--- src/rtl/sram_1rw_requester.sv ---
// Initiator-side controller for a 1RW SRAM wrapper: zero-latency issue, credit-limited reads,
// FWFT response buffer with bypass. Optional counters enabled by SRAM_REQ_STATS_EN.
module sram_1rw_requester #(
    parameter int ADDR_W = 6,
    parameter int DATA_W = 176,
    parameter int MASK_W = 8,
    parameter int DEPTH  = 2
) (
    input  logic              clock,
    input  logic              reset_n,
    input  logic              req_valid,
    output logic              req_ready,
    input  logic              req_write,
    input  logic [ADDR_W-1:0] req_addr,
    input  logic [DATA_W-1:0] req_wdata,
    input  logic [MASK_W-1:0] req_wmask,
    output logic              resp_valid,
    input  logic              resp_ready,
    output logic [DATA_W-1:0] resp_rdata,
    output logic [ADDR_W-1:0] RW0_addr,
    output logic [DATA_W-1:0] RW0_wdata,
    output logic [MASK_W-1:0] RW0_wmask,
    output logic              RW0_en,
    output logic              RW0_wmode,
    input  logic [DATA_W-1:0] RW0_rdata
`ifdef SRAM_REQ_STATS_EN
    ,
    output logic [31:0]       stat_reads,
    output logic [31:0]       stat_writes,
    output logic [31:0]       stat_stalls
`endif
);

    localparam int PTR_W = (DEPTH > 1) ? $clog2(DEPTH) : 1;
    localparam int CNT_W = $clog2(DEPTH + 1);
    localparam logic [CNT_W:0]   OCC_MAX  = (CNT_W + 1)'(DEPTH);
    localparam logic [PTR_W-1:0] LAST_IDX = PTR_W'(DEPTH - 1);

    function automatic logic [PTR_W-1:0] idx_inc(input logic [PTR_W-1:0] idx);
        return (idx == LAST_IDX) ? '0 : idx + PTR_W'(1);
    endfunction

    logic              rd_pending_q, rd_pending_d;
    logic [CNT_W-1:0]  count_q, count_d;
    logic [PTR_W-1:0]  head_q, head_d;
    logic [PTR_W-1:0]  tail_q, tail_d;
    logic [DATA_W-1:0] buf_q [DEPTH];

    logic [CNT_W:0]    occ;
    logic              fire;
    logic              buf_nonempty;
    logic              push;
    logic              pop;

    // A read in flight already owns a buffer slot, so it counts against the credit.
    assign occ          = {1'b0, count_q} + {{CNT_W{1'b0}}, rd_pending_q};
    assign req_ready    = reset_n & (occ < OCC_MAX);
    assign fire         = req_valid & req_ready;

    assign RW0_en       = fire;
    assign RW0_wmode    = fire & req_write;
    assign RW0_addr     = req_addr;
    assign RW0_wdata    = req_wdata;
    assign RW0_wmask    = req_wmask;

    assign buf_nonempty = (count_q != '0);
    assign resp_valid   = buf_nonempty | rd_pending_q;
    assign resp_rdata   = buf_nonempty ? buf_q[head_q] : RW0_rdata;

    // Macro data is only valid for one cycle; park it unless it leaves via the bypass.
    assign push         = rd_pending_q & ~(~buf_nonempty & resp_ready);
    assign pop          = buf_nonempty & resp_ready;

    always_comb begin
        rd_pending_d = fire & ~req_write;
        count_d      = count_q;
        head_d       = head_q;
        tail_d       = tail_q;
        if (push) begin
            tail_d = idx_inc(tail_q);
        end
        if (pop) begin
            head_d = idx_inc(head_q);
        end
        case ({push, pop})
            2'b10:   count_d = count_q + CNT_W'(1);
            2'b01:   count_d = count_q - CNT_W'(1);
            default: count_d = count_q;
        endcase
    end

    always_ff @(posedge clock or negedge reset_n) begin
        if (!reset_n) begin
            rd_pending_q <= 1'b0;
            count_q      <= '0;
            head_q       <= '0;
            tail_q       <= '0;
        end else begin
            rd_pending_q <= rd_pending_d;
            count_q      <= count_d;
            head_q       <= head_d;
            tail_q       <= tail_d;
        end
    end

    // Storage needs no reset: occupancy alone decides which entries are live.
    always_ff @(posedge clock) begin
        if (push) begin
            buf_q[tail_q] <= RW0_rdata;
        end
    end

`ifdef SRAM_REQ_STATS_EN
    function automatic logic [31:0] sat_inc(input logic [31:0] v);
        return (v == 32'hFFFF_FFFF) ? v : v + 32'd1;
    endfunction

    logic [31:0] reads_q, reads_d;
    logic [31:0] writes_q, writes_d;
    logic [31:0] stalls_q, stalls_d;

    always_comb begin
        reads_d  = reads_q;
        writes_d = writes_q;
        stalls_d = stalls_q;
        if (fire && !req_write) begin
            reads_d = sat_inc(reads_q);
        end
        if (fire && req_write) begin
            writes_d = sat_inc(writes_q);
        end
        if (req_valid && !req_ready) begin
            stalls_d = sat_inc(stalls_q);
        end
    end

    always_ff @(posedge clock or negedge reset_n) begin
        if (!reset_n) begin
            reads_q  <= '0;
            writes_q <= '0;
            stalls_q <= '0;
        end else begin
            reads_q  <= reads_d;
            writes_q <= writes_d;
            stalls_q <= stalls_d;
        end
    end

    assign stat_reads  = reads_q;
    assign stat_writes = writes_q;
    assign stat_stalls = stalls_q;
`endif

endmodule
--- config.mk ---
export PLATFORM = sky130hd
export DESIGN_NAME = sram_1rw_requester
export DESIGN_NICKNAME = d
export VERILOG_FILES = /design/src/rtl/sram_1rw_requester.sv
export SDC_FILE = /design/constraint.sdc
export NUM_CORES = 1
export LEC_CHECK = 0
export ABC_AREA = 1
export BUFFER_PORTS_ARGS = -buffer_cell sky130_fd_sc_hd__buf_4
export CORE_AREA = 2 2 285 287
export DETAILED_ROUTE_END_ITERATION = 8
export DIE_AREA = 0 0 287 289
export GPL_TIMING_DRIVEN = 0
export MAX_ROUTING_LAYER = met4
export PLACE_DENSITY = 0.38
export SYNTH_ARGS = -nofsm -noshare
export SYNTH_HDL_FRONTEND = slang
export SYNTH_SLANG_ARGS = --single-unit
--- constraint.sdc ---
create_clock -name clock -period 10 [get_ports clock]
set_clock_uncertainty 0.05 [all_clocks]
set_input_delay 1.5 -clock clock [delete_from_list [all_inputs] [get_ports clock]]
set_output_delay 1.5 -clock clock [all_outputs]
set_load 0.02 [all_outputs]
==> results of run 1 <==
placed cells by master (no fill, tap or decap):
cell	count
buf_12	7
buf_16	2
buf_2	52
buf_4	748
bufinv_16	3
clkbuf_1	23
clkbuf_16	47
clkinv_1	17
clkinv_2	7
clkinvlp_4	2
dfrtp_1	5
diode_2	15
edfxtp_1	352
ha_1	1
inv_1	9
inv_2	2
inv_6	1
inv_8	1
nand2_1	539
nand3_1	3
nand4_1	2
nor2_1	531
nor2_4	2
o21ai_0	1
or2_1	1
xnor2_1	1
Yosys cell counts (all sizes together):
library cell	number	area share, %
buf	250	10
clkbuf	17	0.38
dfrtp	5	0.75
edfxtp	352	64
ha	1	0.075
inv	12	0.27
nand2	539	12
nand3	3	0.090
nand4	2	0.075
nor2	533	12
o21ai	1	0.030
or2	1	0.038
xnor2	1	0.053
cells by family after synthesis:
family / after synthesis
AND/OR/NAND/NOR: 1078
buffers and inverters: 279
AO/OA/AOI/OAI: 1
adder cells (fa/ha/maj): 1
flip-flops: 357
XOR/XNOR: 1
layer usage:
| layer | share of wire, % | global-route usage, % |
|---|---|---|
| met1 | 42 | 20.28 |
| met2 | 49 | 28.79 |
| met3 | 7.6 | 5.669 |
| met4 | 1.4 | 2.982 |
| met5 | 0 | - |
layout make-up:
| type | count | area [um2] |
|---|---|---|
| inverter | 12 | 52.55 |
| multi-input combinational | 1081 | 4099 |
| buffer | 267 | 1810 |
| sequential | 357 | 10700 |
| clock inverter | 30 | 212.7 |
| antenna | 15 | 37.54 |
| fill | 8508 | 56140 |
| tap | 1060 | 1326 |
| timing repair buffer | 559 | 4324 |
| clock buffer | 53 | 1199 |
sequential cells by signal, indices dropped and copies added (netlist names):
register / flops
buf_q: 352
count_q: 2
head_q: 1
rd_pending_q: 1
tail_q: 1
critical path, cell delays in order, from the launching register on:
cell and delay [ns]:
dfrtp_1 0.45, nor2_4 0.42, buf_2 0.52, buf_2 0.34
nand2_1 0.08, nand2_1 0.24, buf_4 0.21
power by group through the flow:
stage	Combinational [mW]	Clock [mW]	Sequential [mW]
floorplan	1.94	0	1.81
global placement	3.72	0	1.83
detailed placement	3.73	0	1.79
CTS	3.74	1.63	1.76
global route	3.96	1.68	1.77
finish	3.60	1.57	1.76
through the flow:
step           area (um2)  setup TNS [ns]  instances  hold WS [ns]  setup slack, ns
6_report            23760               0       3434        0.4365            5.601
5_1_grt             23750               0       3433        0.4521            5.366
4_1_cts             23720               0       3419        0.4318            5.363
3_5_place_dp        22310               0       3336        0.4171            5.999
3_3_place_gp        22100        -1138.29       3327        0.4071           -6.489
2_1_floorplan       16640               0       1717        0.3919           0.2819
worst max-delay path by stage:
stage,startpoint,end,slack [ns],cells after the start
finish,count_q[0],resp_rdata[89],5.60,6
floorplan,resp_ready,buf_q[1][0],0.28,3
CTS,count_q[0],resp_rdata[89],5.36,6
detailed placement,count_q[0],resp_rdata[89],6.00,6
global placement,resp_ready,buf_q[1][99],-6.49,4
global route,count_q[0],resp_rdata[89],5.37,6
==> flow_metrics.py, run 1 <==
metrics = {
    "worst_hold_path": {
        "holdPathEnd": "tail_q",
        "hold_class": "flop to flop",
        "min-delay-start": "tail_q",
        "min_path_cells": 2,
    },
    "clocking": {
        "cts_buffer_depth": 3,
        "cts-root-buf": "clkbuf_16",
        "cts_resized": 0,
        "cts_buffers": 45,
        "cts_sinks": 357,
        "cts-htree-levels": 2,
        "cts_hold_buf": 0,
        "post_cts_buffers": 0,
        "clkTransAtPathRegs_ns": 0.06,
        "cts_tree": "built",
        "insertion_delay_ns": 0.56,
    },
    "synth": {
        "ys.warnings.count": 0,
        "yosys.area_share.adder_pct": 0.07518,
        "synthesis.area_mm2": 0.01664,
        "synth_compound_area_share_pct": 0.03007,
        "syn_avg_cell_area_um2": 9.693,
        "ys_ff_latch": 357,
        "synth_seq_area_share_pct": 64.27,
        "synth_nets": 2089,
        "synth-xor-area-share_pct": 0.05263,
        "syn_inst": 1717,
        "synth_top_family_by_area": "simple AND/OR/NAND/NOR gates",
        "yosys.area_share.simple_pct": 24.43,
        "synth_cell_types": 16,
        "synth.area.mux_share_pct": 0,
    },
    "route": {
        "post-route-drc-count": 0,
        "routed_via_density": 3.862,
        "wl_per_cell_um": 21.06,
        "drt_iter0_markers": 579,
        "routed_wl_um": 72310,
        "antenna_left": 0,
        "drt-pass1-iter-count": 4,
        "routed-via-count": 13260,
    },
    "timing": {
        "clock.fmax_ghz": 0.2273,
        "setup_violations": 0,
        "worstMarginPinSlew_ns": 0.7639,
        "maxSlewHeadroom_pct": 48.95,
        "final_hold_viol_count": 0,
        "drv_slew": 0,
        "finalCritPeriodShare_pct": 43.99,
        "min_period_ns": 4.399,
        "rsz0062_at_grt": "false",
    },
    "final_layout": {
        "drive_above_1_share_pct": 37.05,
        "area_growth_pct": 42.75,
        "nNetsFinal": 2695,
        "fin_util_pct": 29.73,
    },
    "critical_path": {
        "r2r.worst_path.cells": 7,
        "crit-reg2reg-launch": "count_q[0]",
        "reg2reg_slack_ns": 7.42,
        "crit_path_end_kind": "primary output",
        "worstSetupPathType": "flop to primary output",
        "cp-start-kind": "flop",
        "crit_required_ns": 8.45,
        "crit_path_max_fanout": 10,
        "r2r-end": "buf_q[1][62]",
        "worstPathArrival_ns": 2.85,
    },
    "power_and_ir_drop": {
        "p_sw_share_pct": 44.00,
        "power_density_mw_per_mm2": 292.0,
        "netSwitchingPower_mw": 3.052,
        "power.leakage_nw": 10.50,
        "total_power_mw": 6.937,
        "pwr-share-comb_pct": 52.0,
        "p_clk_share_pct": 22.6,
        "peakVddDrop_v": 0.0001490,
        "seq_power_share_pct": 25.4,
        "p_int_mw": 3.884,
    },
    "global_routing": {
        "antenna_found_initial": 14,
        "grt_use_total_pct": 17.18,
        "grt_pass1_wl_um": 98740,
        "overflow": 0,
        "grt_max_degree": 69,
        "grt_pass1_vias": 13530,
    },
    "placement": {
        "place.gp.congestion": 0.8007,
        "port_buffers": 550,
        "dp_hpwl_um": 56530,
    },
    "job": {
        "maxCapViolCount": 0,
    },
    "die": {
        "die_w_um": 287,
        "io_pins": 741,
        "core_area_mm2": 0.07990,
        "fp.dieArea_mm2": 0.08294,
        "rows": 104,
        "initial_core_util_pct": 20.83,
        "chipHeight_um": 289,
    },
    "status": {
        "status": "finished, final reports clean",
    },
}
(Power assumes the default switching activity.)
==> run 2, diff against run 1 <==
ABC_AREA = 0   (was 1)
CORE_AREA = 2 2 287 289   (was 2 2 285 287)
DIE_AREA = 0 0 289 291   (was 0 0 287 289)
clock period = 3.5 ns   (was 10 ns; I/O delays follow)
==> flow_metrics.py, run 2 <==
metrics = {
    "status": {
        "status": "finished, final reports clean",
    },
    "placement": {
        "place.gp.congestion": 0.7467,
        "port_buffers": 550,
        "place_area_mm2": 0.02174,
        "dp_hpwl_um": 39400,
        "dp_slack_ns": 0.6776,
    },
    "power_and_ir_drop": {
        "power.leakage_nw": 9.525,
        "power_density_mw_per_mm2": 782.0,
        "peakVddDrop_v": 0.0003613,
    },
    "critical_path": {
        "crit_path_max_fanout": 10,
        "crit_required_ns": 2.92,
        "worstPathArrival_ns": 2.55,
        "crit_path_end_kind": "primary output",
        "worstSetupPathType": "flop to primary output",
        "cp-start-kind": "flop",
    },
    "clocking": {
        "cts_sinks": 357,
        "cts_tree": "built",
        "cts_buffers": 45,
        "cts-root-buf": "clkbuf_16",
        "cts_resized": 0,
        "post_cts_buffers": 0,
        "cts-htree-levels": 2,
        "cts_buffer_depth": 3,
        "cts_hold_buf": 1,
        "clkTransAtPathRegs_ns": 0.06,
        "insertion_delay_ns": 0.57,
    },
    "die": {
        "die_w_um": 289,
        "initial_core_util_pct": 19.66,
        "chipHeight_um": 291,
        "core_area_mm2": 0.08119,
        "rows": 105,
        "fp.dieArea_mm2": 0.08410,
        "io_pins": 741,
    },
    "synth": {
        "netlist_top_cells_count": "edfxtp_1 (352), buf_4 (191), nor2_1 (179), mux2i_1 (176), a21oi_1 (166)",
        "synth-edff-count": 352,
        "netlist.area_leader.share_pct": 66.23,
        "syn_inst": 1156,
        "ys_ff_latch": 357,
        "synthTopCellsByArea": "edfxtp_1 (66%), mux2i_1 (11%), buf_4 (9.0%), a21oi_1 (5.2%), nor2_1 (4.2%)",
        "synth_seq_area_share_pct": 67.02,
        "synth_nets": 1528,
        "synth.area.mux_share_pct": 11.04,
        "synth_cell_types": 21,
        "yosysTopAreaCell": "edfxtp_1",
        "synth_compound_area_share_pct": 5.911,
        "ys.warnings.count": 0,
        "synth_ff_type": "edfxtp_1",
        "async_reset_ff_share_pct": 1.401,
        "syn_avg_cell_area_um2": 13.81,
        "synth_top_family_by_area": "buffers and inverters",
        "synth-xor-area-share_pct": 0.2744,
        "yosys.area_share.adder_pct": 0.07840,
        "synth.most_common_cell": "edfxtp_1",
        "yosys.area_share.simple_pct": 4.406,
        "synthesis.area_mm2": 0.01596,
    },
    "route": {
        "drt-pass1-iter-count": 5,
        "drt_iter0_markers": 420,
        "antenna_left": 0,
        "wl_per_cell_um": 18.52,
        "routed_via_density": 3.811,
        "routed_wl_um": 53310,
        "routed-via-count": 10970,
        "post-route-drc-count": 0,
    },
    "timing": {
        "final_hold_viol_count": 0,
        "drv_slew": 0,
        "worstMarginPinSlew_ns": 0.7158,
        "rsz0062_at_grt": "false",
        "setup_ws_ns": 0.3788,
        "setup_violations": 0,
        "finalCritPeriodShare_pct": 89.18,
        "maxSlewHeadroom_pct": 51.05,
        "min_period_ns": 3.121,
        "clock.fmax_ghz": 0.3204,
    },
    "global_routing": {
        "grt_max_degree": 27,
        "antenna_found_initial": 6,
        "grt_use_total_pct": 12.33,
        "overflow": 0,
        "grt_pass1_wl_um": 75210,
        "grt_pass1_vias": 11170,
    },
    "final_layout": {
        "final_cell_mix": "buf_4 (741), edfxtp_1 (352), nor2_1 (177)",
        "largest_reg_flops": 352,
        "multi_input_area_mm2": 0.003487,
        "nNetsFinal": 2140,
        "ff_latch_area_mm2": 0.01070,
        "area_growth_pct": 44.95,
        "nFillCells": 8407,
        "drive_above_1_share_pct": 49.06,
        "top_regs": "buf_q (352), count_q (2)",
        "regMostFlops": "buf_q",
        "final_common_cell": "buf_4",
        "design_area_mm2": 0.02313,
    },
    "job": {
        "maxCapViolCount": 0,
    },
    "worst_hold_path": {
        "hold_class": "input pin to flop",
    },
}
## run 2: changes by cell type in the layout (fill, tap and decap cells not counted), moves of 5 or more
cell	delta
a21oi_1	+166
a21oi_2	+10
buf_12	+7
buf_4	-7
buf_6	+10
clkbuf_1	-16
diode_2	-8
inv_1	-5
mux2i_1	+176
nand2_1	-539
nor2_1	-354
## run 2: cell type report
type | count | area share [%]
Sequential cell | 357 | 46.24
Timing Repair Buffer | 565 | 19.10
Multi-Input combinational cell | 545 | 15.07
Buffer | 250 | 7.746
Tap cell | 1070 | 5.788
Clock buffer | 53 | 5.090
Clock inverter | 28 | 0.8222
Antenna cell | 7 | 0.07572
Inverter | 4 | 0.06491
## run 2: kinds of logic (layout without fill, tap and decap cells)
group / after synthesis / count (layout)
buffers and inverters: 254 / 900
xor gates and xnor gates: 5 / 5
and+or+nand+nor: 184 / 184
adders and majority gates: 1 / 1
muxes: 176 / 176
other: 0 / 7
DFF: 357 / 357
AOI/OAI and AO/OA: 179 / 179
## run 2: power by group
| part | internal (mW) | total, mW | switching (mW) |
|---|---|---|---|
| clock | 2.54 | 4.37 | 1.83 |
| sequential | 4.96 | 5.03 | 0.0687 |
| combinational | 3.37 | 8.69 | 5.32 |
## run 2: per-stage QoR
stage / power, mW / hold WS, ns / util, % / instances / setup TNS, ns
final: 18.09 / 0.08641 / 28.49 / 2879 / 0
after global routing: 19.11 / 0.05430 / 28.49 / 2877 / 0
after CTS: 18.60 / 0.04284 / 28.47 / 2872 / 0
after detailed placement: 14.10 / 0.3059 / 26.77 / 2790 / 0
after global placement: 14.08 / 0.3040 / 26.43 / 2776 / -1006.94
after floorplan: 10.01 / 0.1794 / - / 1156 / -147.43
## run 2: path summary, 6_finish.rpt
| path | start | to | slack (ns) | cells past startpoint |
|---|---|---|---|---|
| setup / recovery | head_q | resp_rdata[62] | 0.38 | 6 |
| hold / removal | req_write | rd_pending_q | 0.09 | 2 |
| setup reg to reg | count_q[0] | buf_q[0][100] | 0.76 | 9 |
| hold reg to reg | count_q[1] | count_q[1] | 0.49 | 1 |
| max in group asynchronous | reset_n | rd_pending_q | 2.94 | 2 |
| min in group asynchronous | reset_n | head_q | 0.31 | 2 |
## run 2: worst max-delay path, stage by stage, from the launching register on
cell and delay, ns:
dfrtp_1 0.31, buf_2 0.20, buf_2 0.37, buf_2 0.44, mux2i_1 0.13, a21oi_1 0.30
buf_4 0.21
## run 2: metal layers
metal / up-vias / global-route usage (%) / wire, um
li1: 5246 / - / -
met1: 5276 / 13.68 / 20340
met2: 372 / 21.75 / 28030
met3: 78 / 2.727 / 3437
met4: 0 / 3.973 / 1502
met5: - / - / 0
